`config.mk`:
```
export PLATFORM = sky130hd
export DESIGN_NAME = val2_shift_pipe
export DESIGN_NICKNAME = d
export VERILOG_FILES = /design/src/rtl/val2_shift_pipe.sv
export SDC_FILE = /design/constraint.sdc
export NUM_CORES = 1
export LEC_CHECK = 0
export CORE_MARGIN = 1
export CORE_UTILIZATION = 35
export CTS_BUF_LIST = sky130_fd_sc_hd__clkbuf_16
export DETAILED_ROUTE_END_ITERATION = 10
export PLACE_DENSITY = 0.62
export SETUP_SLACK_MARGIN = 0.1
export SLEW_MARGIN = 10
export SYNTH_ARGS = -nofsm -noshare
export SYNTH_HDL_FRONTEND = slang
export SYNTH_SLANG_ARGS = --single-unit
```
`constraint.sdc`:
```
create_clock -name clk -period 2.2 [get_ports clk]
set_input_delay 0.66 -clock clk [delete_from_list [all_inputs] [get_ports clk]]
set_output_delay 0.66 -clock clk [all_outputs]
set_load 0.02 [all_outputs]
```
`src/rtl/val2_shift_pipe.sv`:
```
// Val2 operand generator with ARM shifter carry-out for the EXE stage.
// One (PIPE=1) or two (PIPE=2) register stages behind a valid/ready handshake with flush.
module val2_shift_pipe #(
    parameter int unsigned DATA_W = 32,
    parameter int unsigned PIPE   = 1,
    parameter int unsigned TAG_W  = 4
) (
    input  logic              clk,
    input  logic              rst_n,
    input  logic              flush,
    input  logic              in_valid,
    output logic              in_ready,
    input  logic              in_mem,
    input  logic              in_imm,
    input  logic              in_reg_shift,
    input  logic [11:0]       in_shift_op,
    input  logic [DATA_W-1:0] in_rm,
    input  logic [7:0]        in_rs,
    input  logic              in_carry,
    input  logic [TAG_W-1:0]  in_tag,
    output logic              out_valid,
    input  logic              out_ready,
    output logic [DATA_W-1:0] out_val2,
    output logic              out_carry,
    output logic [TAG_W-1:0]  out_tag
);
    typedef enum logic [1:0] {MODE_MEM, MODE_IMM, MODE_SHIFT} mode_e;
    typedef enum logic [1:0] {SH_LSL, SH_LSR, SH_ASR, SH_ROR} shtype_e;

    // Returns {carry, val2}. Right shifts by >= DATA_W yield zero, which covers the
    // reg-amount LSL/LSR saturation cases without separate range decoding.
    function automatic logic [DATA_W:0] shift_eval(
        input mode_e             mode,
        input shtype_e           ty,
        input logic [7:0]        amt,
        input logic              by_reg,
        input logic [DATA_W-1:0] opnd,
        input logic              cin
    );
        logic [DATA_W-1:0] v;
        logic [DATA_W-1:0] t;
        logic              c;
        logic              msb;
        int unsigned       a;
        int unsigned       r;
        a   = 32'(amt);
        r   = a % DATA_W;
        msb = opnd[DATA_W-1];
        v   = opnd;
        c   = cin;
        t   = '0;
        case (mode)
            MODE_MEM: begin
                v = opnd;
            end
            MODE_IMM: begin
                v = (opnd >> a) | (opnd << (DATA_W - a));
                if (a != 0) c = v[DATA_W-1];
            end
            default: begin
                if (a == 0) begin
                    if (!by_reg) begin
                        case (ty)
                            SH_LSL: v = opnd;
                            SH_LSR: begin v = '0;              c = msb;     end
                            SH_ASR: begin v = {DATA_W{msb}};   c = msb;     end
                            default: begin v = {cin, opnd[DATA_W-1:1]}; c = opnd[0]; end
                        endcase
                    end
                end else begin
                    case (ty)
                        SH_LSL: begin
                            v = opnd << a;
                            t = opnd >> (DATA_W - a);
                            c = t[0];
                        end
                        SH_LSR: begin
                            v = opnd >> a;
                            t = opnd >> (a - 1);
                            c = t[0];
                        end
                        SH_ASR: begin
                            if (a >= DATA_W) begin
                                v = {DATA_W{msb}};
                                c = msb;
                            end else begin
                                v = $signed(opnd) >>> a;
                                t = opnd >> (a - 1);
                                c = t[0];
                            end
                        end
                        default: begin
                            if (r == 0) begin
                                v = opnd;
                                c = msb;
                            end else begin
                                v = (opnd >> r) | (opnd << (DATA_W - r));
                                t = opnd >> (r - 1);
                                c = t[0];
                            end
                        end
                    endcase
                end
            end
        endcase
        return {c, v};
    endfunction

    mode_e             dec_mode;
    shtype_e           dec_type;
    logic [7:0]        dec_amt;
    logic              dec_reg;
    logic [DATA_W-1:0] dec_opnd;
    logic              unused_so4;

    assign unused_so4 = in_shift_op[4];

    always_comb begin
        dec_mode = MODE_SHIFT;
        dec_type = shtype_e'(in_shift_op[6:5]);
        dec_amt  = in_reg_shift ? in_rs : {3'b000, in_shift_op[11:7]};
        dec_reg  = in_reg_shift;
        dec_opnd = in_rm;
        if (in_mem) begin
            dec_mode = MODE_MEM;
            dec_reg  = 1'b0;
            dec_amt  = '0;
            dec_opnd = {{(DATA_W-12){in_shift_op[11]}}, in_shift_op};
        end else if (in_imm) begin
            dec_mode = MODE_IMM;
            dec_reg  = 1'b0;
            dec_amt  = {3'b000, in_shift_op[11:8], 1'b0};
            dec_opnd = {{(DATA_W-8){1'b0}}, in_shift_op[7:0]};
        end
    end

    logic              out_valid_q;
    logic [DATA_W-1:0] out_val2_q;
    logic              out_carry_q;
    logic [TAG_W-1:0]  out_tag_q;
    logic              out_can_load;
    logic              out_load;

    logic              feed_valid;
    mode_e             feed_mode;
    shtype_e           feed_type;
    logic [7:0]        feed_amt;
    logic              feed_reg;
    logic [DATA_W-1:0] feed_opnd;
    logic              feed_cin;
    logic [TAG_W-1:0]  feed_tag;
    logic [DATA_W:0]   result_d;

    assign out_can_load = !out_valid_q || out_ready;
    assign out_load     = feed_valid && out_can_load && !flush;

    if (PIPE == 2) begin : g_pipe2
        logic              s1_valid_q;
        mode_e             s1_mode_q;
        shtype_e           s1_type_q;
        logic [7:0]        s1_amt_q;
        logic              s1_reg_q;
        logic [DATA_W-1:0] s1_opnd_q;
        logic              s1_cin_q;
        logic [TAG_W-1:0]  s1_tag_q;

        assign in_ready = !flush && (!s1_valid_q || out_can_load);

        always_ff @(posedge clk or negedge rst_n) begin
            if (!rst_n) begin
                s1_valid_q <= 1'b0;
                s1_mode_q  <= MODE_MEM;
                s1_type_q  <= SH_LSL;
                s1_amt_q   <= '0;
                s1_reg_q   <= 1'b0;
                s1_opnd_q  <= '0;
                s1_cin_q   <= 1'b0;
                s1_tag_q   <= '0;
            end else if (flush) begin
                s1_valid_q <= 1'b0;
            end else if (in_valid && in_ready) begin
                s1_valid_q <= 1'b1;
                s1_mode_q  <= dec_mode;
                s1_type_q  <= dec_type;
                s1_amt_q   <= dec_amt;
                s1_reg_q   <= dec_reg;
                s1_opnd_q  <= dec_opnd;
                s1_cin_q   <= in_carry;
                s1_tag_q   <= in_tag;
            end else if (out_load) begin
                s1_valid_q <= 1'b0;
            end
        end

        assign feed_valid = s1_valid_q;
        assign feed_mode  = s1_mode_q;
        assign feed_type  = s1_type_q;
        assign feed_amt   = s1_amt_q;
        assign feed_reg   = s1_reg_q;
        assign feed_opnd  = s1_opnd_q;
        assign feed_cin   = s1_cin_q;
        assign feed_tag   = s1_tag_q;
    end else begin : g_pipe1
        assign in_ready   = !flush && out_can_load;
        assign feed_valid = in_valid;
        assign feed_mode  = dec_mode;
        assign feed_type  = dec_type;
        assign feed_amt   = dec_amt;
        assign feed_reg   = dec_reg;
        assign feed_opnd  = dec_opnd;
        assign feed_cin   = in_carry;
        assign feed_tag   = in_tag;
    end

    assign result_d = shift_eval(feed_mode, feed_type, feed_amt, feed_reg, feed_opnd, feed_cin);

    always_ff @(posedge clk or negedge rst_n) begin
        if (!rst_n) begin
            out_valid_q <= 1'b0;
            out_val2_q  <= '0;
            out_carry_q <= 1'b0;
            out_tag_q   <= '0;
        end else if (flush) begin
            out_valid_q <= 1'b0;
        end else if (out_load) begin
            out_valid_q <= 1'b1;
            out_val2_q  <= result_d[DATA_W-1:0];
            out_carry_q <= result_d[DATA_W];
            out_tag_q   <= feed_tag;
        end else if (out_ready) begin
            out_valid_q <= 1'b0;
        end
    end

    assign out_valid = out_valid_q;
    assign out_val2  = out_val2_q;
    assign out_carry = out_carry_q;
    assign out_tag   = out_tag_q;
endmodule

```
==> results of run 1 <==
==> per-stage QoR <==
stage	hold WS, ps	util, %	setup TNS, ps
floorplan	364.4	-	-43290
global placement	457.8	59.23	-70550
detailed placement	469.1	59.23	-72210
CTS	343.7	70.79	-33090
==> synth_stat cells (22+ instances only) <==
| cell | number | area, µm² |
|---|---|---|
| nand3_1 | 31 | 155.2 |
| nand2_1 | 213 | 799.5 |
| a21oi_1 | 237 | 1186 |
| nor2_1 | 186 | 698.2 |
| o22ai_1 | 27 | 168.9 |
| a211oi_1 | 94 | 705.7 |
| inv_1 | 22 | 82.58 |
| buf_2 | 63 | 315.3 |
| mux2_2 | 29 | 326.6 |
| a21o_1 | 35 | 262.8 |
| nor3_1 | 58 | 290.3 |
| dfrtp_1 | 38 | 950.9 |
| o21ai_0 | 109 | 545.5 |
| mux2i_1 | 106 | 1061 |
| a221oi_1 | 22 | 192.7 |
| o221ai_1 | 26 | 227.7 |
| o211ai_1 | 36 | 270.3 |
| a31oi_1 | 38 | 237.7 |
| clkbuf_1 | 82 | 307.8 |
==> cells by family after synthesis <==
family                   synth area share [%]
multiplexers                            16.41
buffers and inverters                   7.516
AO/OA/AOI/OAI                           46.04
XOR/XNOR                               0.3543
flip-flops                              8.160
adder cells (fa/ha/maj)                0.6442
AND/OR/NAND/NOR                         20.88
==> metal layers <==
layer,overflow,track usage [%]
met1,2,81.27
met2,160,93.28
met3,18,61.98
met4,104,74.90
met5,2,38.37
==> what timing repair did <==
action / 4_1_cts
gates resized for setup: 624
buffers inserted: 118
cloned: 5
setup endpoints to repair: 34
pin swaps: 150
hold endpoints to repair: 0
==> impl_metrics.env, run 1 <==
export IMPL_status="stopped before the end"
export IMPL_haltStage="5_1_grt"
export IMPL_error_line="[ERROR GRT-0232] Routing congestion too high. Check the congestion heatmap in the GUI."
export IMPL_syn_nets=1835
export IMPL_synth_edff_count=0
export IMPL_io_buffer_count=103
export IMPL_ys_types=93
export IMPL_overflow=286
export IMPL_yosysSeqAreaShare_pct=8.160
export IMPL_syn_inst=1764
export IMPL_die_height_um=184.5
export IMPL_htree_levels=2
export IMPL_placed_area_mm2=0.01932
export IMPL_numCtsBuffers=5
export IMPL_pin_count=104
export IMPL_initial_core_util_pct=35.73
export IMPL_clock_sinks=38
export IMPL_ys_warn_count=0
export IMPL_grt_max_degree=44
export IMPL_async_flop_share_pct=100.0
export IMPL_die_x_um=184.5
export IMPL_clockBufferDepth=2
export IMPL_core_rowCount=66
export IMPL_dp_hpwl_um=83340
export IMPL_ys_flop_type="dfrtp_1"
export IMPL_netlist_area_mm2=0.01165
export IMPL_cts_root_buf="clkbuf_16"
export IMPL_syn_avg_cell_area_um2=6.606
export IMPL_synth_ff_latch_count=38
export IMPL_postCtsHoldBufs=0
export IMPL_track_usage_pct=78.47
export IMPL_place_inst=2989
export IMPL_place_gp_congestion=1.228
export IMPL_dpl_worst_slack_ps=-2569
==> run 2: changes to the inputs <==
--- a/config.mk
+++ b/config.mk
@@ -6,11 +6,9 @@
 export NUM_CORES = 1
 export LEC_CHECK = 0
 export CORE_MARGIN = 1
-export CORE_UTILIZATION = 35
-export CTS_BUF_LIST = sky130_fd_sc_hd__clkbuf_16
+export CORE_UTILIZATION = 20
 export DETAILED_ROUTE_END_ITERATION = 10
-export PLACE_DENSITY = 0.62
-export SETUP_SLACK_MARGIN = 0.1
+export PLACE_DENSITY_LB_ADDON = 0.15
 export SLEW_MARGIN = 10
 export SYNTH_ARGS = -nofsm -noshare
 export SYNTH_HDL_FRONTEND = slang
==> impl_metrics.env, run 2 <==
export IMPL_initial_core_util_pct=20.24
export IMPL_synthTopCellsByCount="a21oi_1, nand2_1, nor2_1"
export IMPL_clockBufferDepth=2
export IMPL_rsz0062_at_grt="true"
export IMPL_grt_pass1_vias=19880
export IMPL_path_class="input pin to register"
export IMPL_pin_count=104
export IMPL_power_mw=13.01
export IMPL_syn_inst=1764
export IMPL_place_inst=3366
export IMPL_rrSetupSlack_ps=-90
export IMPL_power_leakage_nw=10.52
export IMPL_hold_viol_final=0
export IMPL_seqPwrFrac_pct=7.5
export IMPL_fin_worst_hold_slack_ps=269.1
export IMPL_crit_chain="buf_8 -> buf_8 -> nor4bb_4 -> a31o_4 -> inv_6 -> ha_4 -> buf_12 -> xnor2_4 -> buf_12 -> buf_4 -> buf_8 -> mux4_2 -> nand2_2 -> o21ai_4 -> and2_4 -> a211o_1 -> nand4_1 -> a21oi_2"
export IMPL_clock_sinks=38
export IMPL_vias_per_cell=5.993
export IMPL_synth_top_area_share_pct=10.18
export IMPL_drc_errors=0
export IMPL_clk_pin_slew_ps=70
export IMPL_slew_violations=0
export IMPL_worstMarginPinSlew_ps=680.0
export IMPL_grt_pass1_wl_um=165600
export IMPL_violations="setup timing"
export IMPL_worst_path_buf_inv=7
export IMPL_critPathMostFrequentCell="buf_8"
export IMPL_cp_max_fo=8
export IMPL_hold_path_class="input pin to asynchronous set/reset pin"
export IMPL_ys_flop_type="dfrtp_1"
export IMPL_largest_reg_flops=32
export IMPL_drv_cap=0
export IMPL_cts_root_buf="clkbuf_16"
export IMPL_synth_area_leader_cell="a21oi_1"
export IMPL_p_sw_share_pct=50.49
export IMPL_overflow=0
export IMPL_fin_crit_ps=3573
export IMPL_critPathMaxStageDelay_ps=540
export IMPL_grt_max_degree=48
export IMPL_synth_edff_count=0
export IMPL_firstDrtPassIters=5
export IMPL_most_common_layout_cells="buf_4, nand2_1, a21oi_1, nor2_1, clkdlybuf4s50_1"
export IMPL_fmax_mhz=279.9
export IMPL_syn_avg_cell_area_um2=6.606
export IMPL_fin_skew_ps=9.528
export IMPL_antenna_found_initial=5
export IMPL_synth_area_leaders="a21oi_1, mux2i_1, dfrtp_1"
export IMPL_ys_types=93
export IMPL_path_delay_family="simple AND/OR/NAND/NOR gates"
export IMPL_timing_rr_start="out_valid$_DFFE_PN0P_"
export IMPL_min_period_over_period_pct=162.4
export IMPL_wl_um=123400
export IMPL_die_height_um=243.4
export IMPL_critical_path_startpoint="in_mem"
export IMPL_dieArea_mm2=0.05924
export IMPL_crit_slowest_cell="mux4_2"
export IMPL_layout_cells_non_filler=3505
export IMPL_numCtsBuffers=5
export IMPL_netlist_area_mm2=0.01165
export IMPL_power_density_mw_per_mm2=518.1
export IMPL_async_flop_share_pct=100.0
export IMPL_area_growth_pct=115.5
export IMPL_fin_nets=2809
export IMPL_htree_levels=2
export IMPL_max_slew_margin_pct=54.66
export IMPL_p_clk_share_pct=8.0
export IMPL_clk_latency_ps=310
export IMPL_synthMostInstantiatedCell="a21oi_1"
export IMPL_place_gp_congestion=1.091
export IMPL_dpl_worst_slack_ps=-2752
export IMPL_wl_per_cell_um=35.21
export IMPL_vdd_ir_drop_worst_v=0.0002706
export IMPL_required_ps=2380
export IMPL_ys_warn_count=0
export IMPL_core_area_mm2=0.05759
export IMPL_reg2reg_depth=8
export IMPL_yosysSeqAreaShare_pct=8.160
export IMPL_setup_viol=33
export IMPL_crit_path_start_kind="input pin"
export IMPL_postCtsHoldBufs=0
export IMPL_syn_nets=1835
export IMPL_rr_endpoint="out_val2[7]$_DFFE_PN0P_"
export IMPL_utilization_pct=43.62
export IMPL_final_common_cell="buf_4"
export IMPL_p_comb_share_pct=84.6
export IMPL_drt_iter0_markers=2499
export IMPL_drive_above_1_share_pct=57.21
export IMPL_end_kind="register"
export IMPL_core_rowCount=88
export IMPL_crit_path_end="out_val2[12]$_DFFE_PN0P_"
export IMPL_switchingPower_mw=6.571
export IMPL_finalWorstSetupSlack_ps=-1373
export IMPL_vias=21010
export IMPL_p_int_mw=6.443
export IMPL_track_usage_pct=40.12
export IMPL_cts_tree="yes"
export IMPL_cp_depth=18
export IMPL_io_buffer_count=103
export IMPL_dp_hpwl_um=100100
export IMPL_synth_ff_latch_count=38
export IMPL_drtAntennaViolNets=0
export IMPL_die_x_um=243.4
export IMPL_worstPathArrival_ps=3750
export IMPL_status="finished, violations left"
## run 2: worst min-delay path by stage
stage / startpoint / end / slack (ps) / depth (start not counted)
after floorplan: rst_n / out_carry$_DFFE_PN0P_ / 360 / 0
after global placement: out_tag[1]$_DFFE_PN0P_ / out_tag[1]$_DFFE_PN0P_ / 460 / 2
after detailed placement: out_tag[2]$_DFFE_PN0P_ / out_tag[2]$_DFFE_PN0P_ / 470 / 2
after CTS: rst_n / out_valid$_DFFE_PN0P_ / 270 / 1
after global routing: rst_n / out_valid$_DFFE_PN0P_ / 280 / 1
final: rst_n / out_valid$_DFFE_PN0P_ / 270 / 1
## run 2: per-layer routing
metal / vias to the layer above / GRT usage (%) / routed length (µm)
li1: 8812 / - / -
met1: 10500 / 52.78 / 50550
met2: 1352 / 61.12 / 51990
met3: 338 / 9.165 / 12700
met4: 0 / 19.96 / 8171
met5: - / 0 / 0
## run 2: cell type report
class | count | area (µm²)
antenna | 1 | 2.502
inverter | 24 | 107.6
fill | 5989 | 32470
sequential | 38 | 950.9
clock inverter | 3 | 68.82
timing repair buffer | 1138 | 10020
multi-input combinational | 1531 | 12890
clock buffer | 5 | 125.1
tap | 765 | 957.2
## run 2: repair_timing
item / in CTS / in global routing
endpoints found under the setup margin: 34 / 33
gates cloned: 7 / 2
buffers inserted: 77 / 70
gates resized for setup: 499 / 281
pin swaps: 116 / 100
## run 2: power groups by stage
| stage | logic, mW | clock network, mW | registers, mW |
|---|---|---|---|
| 6_report | 11.0 | 1.04 | 0.970 |
| 5_1_grt | 11.2 | 1.07 | 0.985 |
| 4_1_cts | 9.81 | 1.04 | 0.968 |
| 3_5_place_dp | 8.56 | 0 | 0.980 |
| 3_3_place_gp | 8.64 | 0 | 0.976 |
| 2_1_floorplan | 3.08 | 0 | 1.11 |
## run 2: cell families (layout without fill, tap and decap cells)
kind of cell | Yosys count | after routing | share of synthesized area [%]
XOR/XNOR | 3 | 3 | 0.3543
other | 0 | 1 | 0
AO/OA/AOI/OAI | 806 | 806 | 46.04
flip-flops | 38 | 38 | 8.160
adder cells (fa/ha/maj) | 6 | 6 | 0.6442
buffers and inverters | 196 | 1170 | 7.516
multiplexers | 159 | 159 | 16.41
AND/OR/NAND/NOR | 556 | 557 | 20.88
## run 2: through the flow
step,cell area [µm²],setup TNS [ps]
2_1_floorplan,11950,-43290
3_3_place_gp,20360,-77480
3_5_place_dp,20360,-75930
4_1_cts,23260,-38760
5_1_grt,25120,-42260
6_report,25120,-40550
Note: power is estimated with default switching activity, not from simulation.
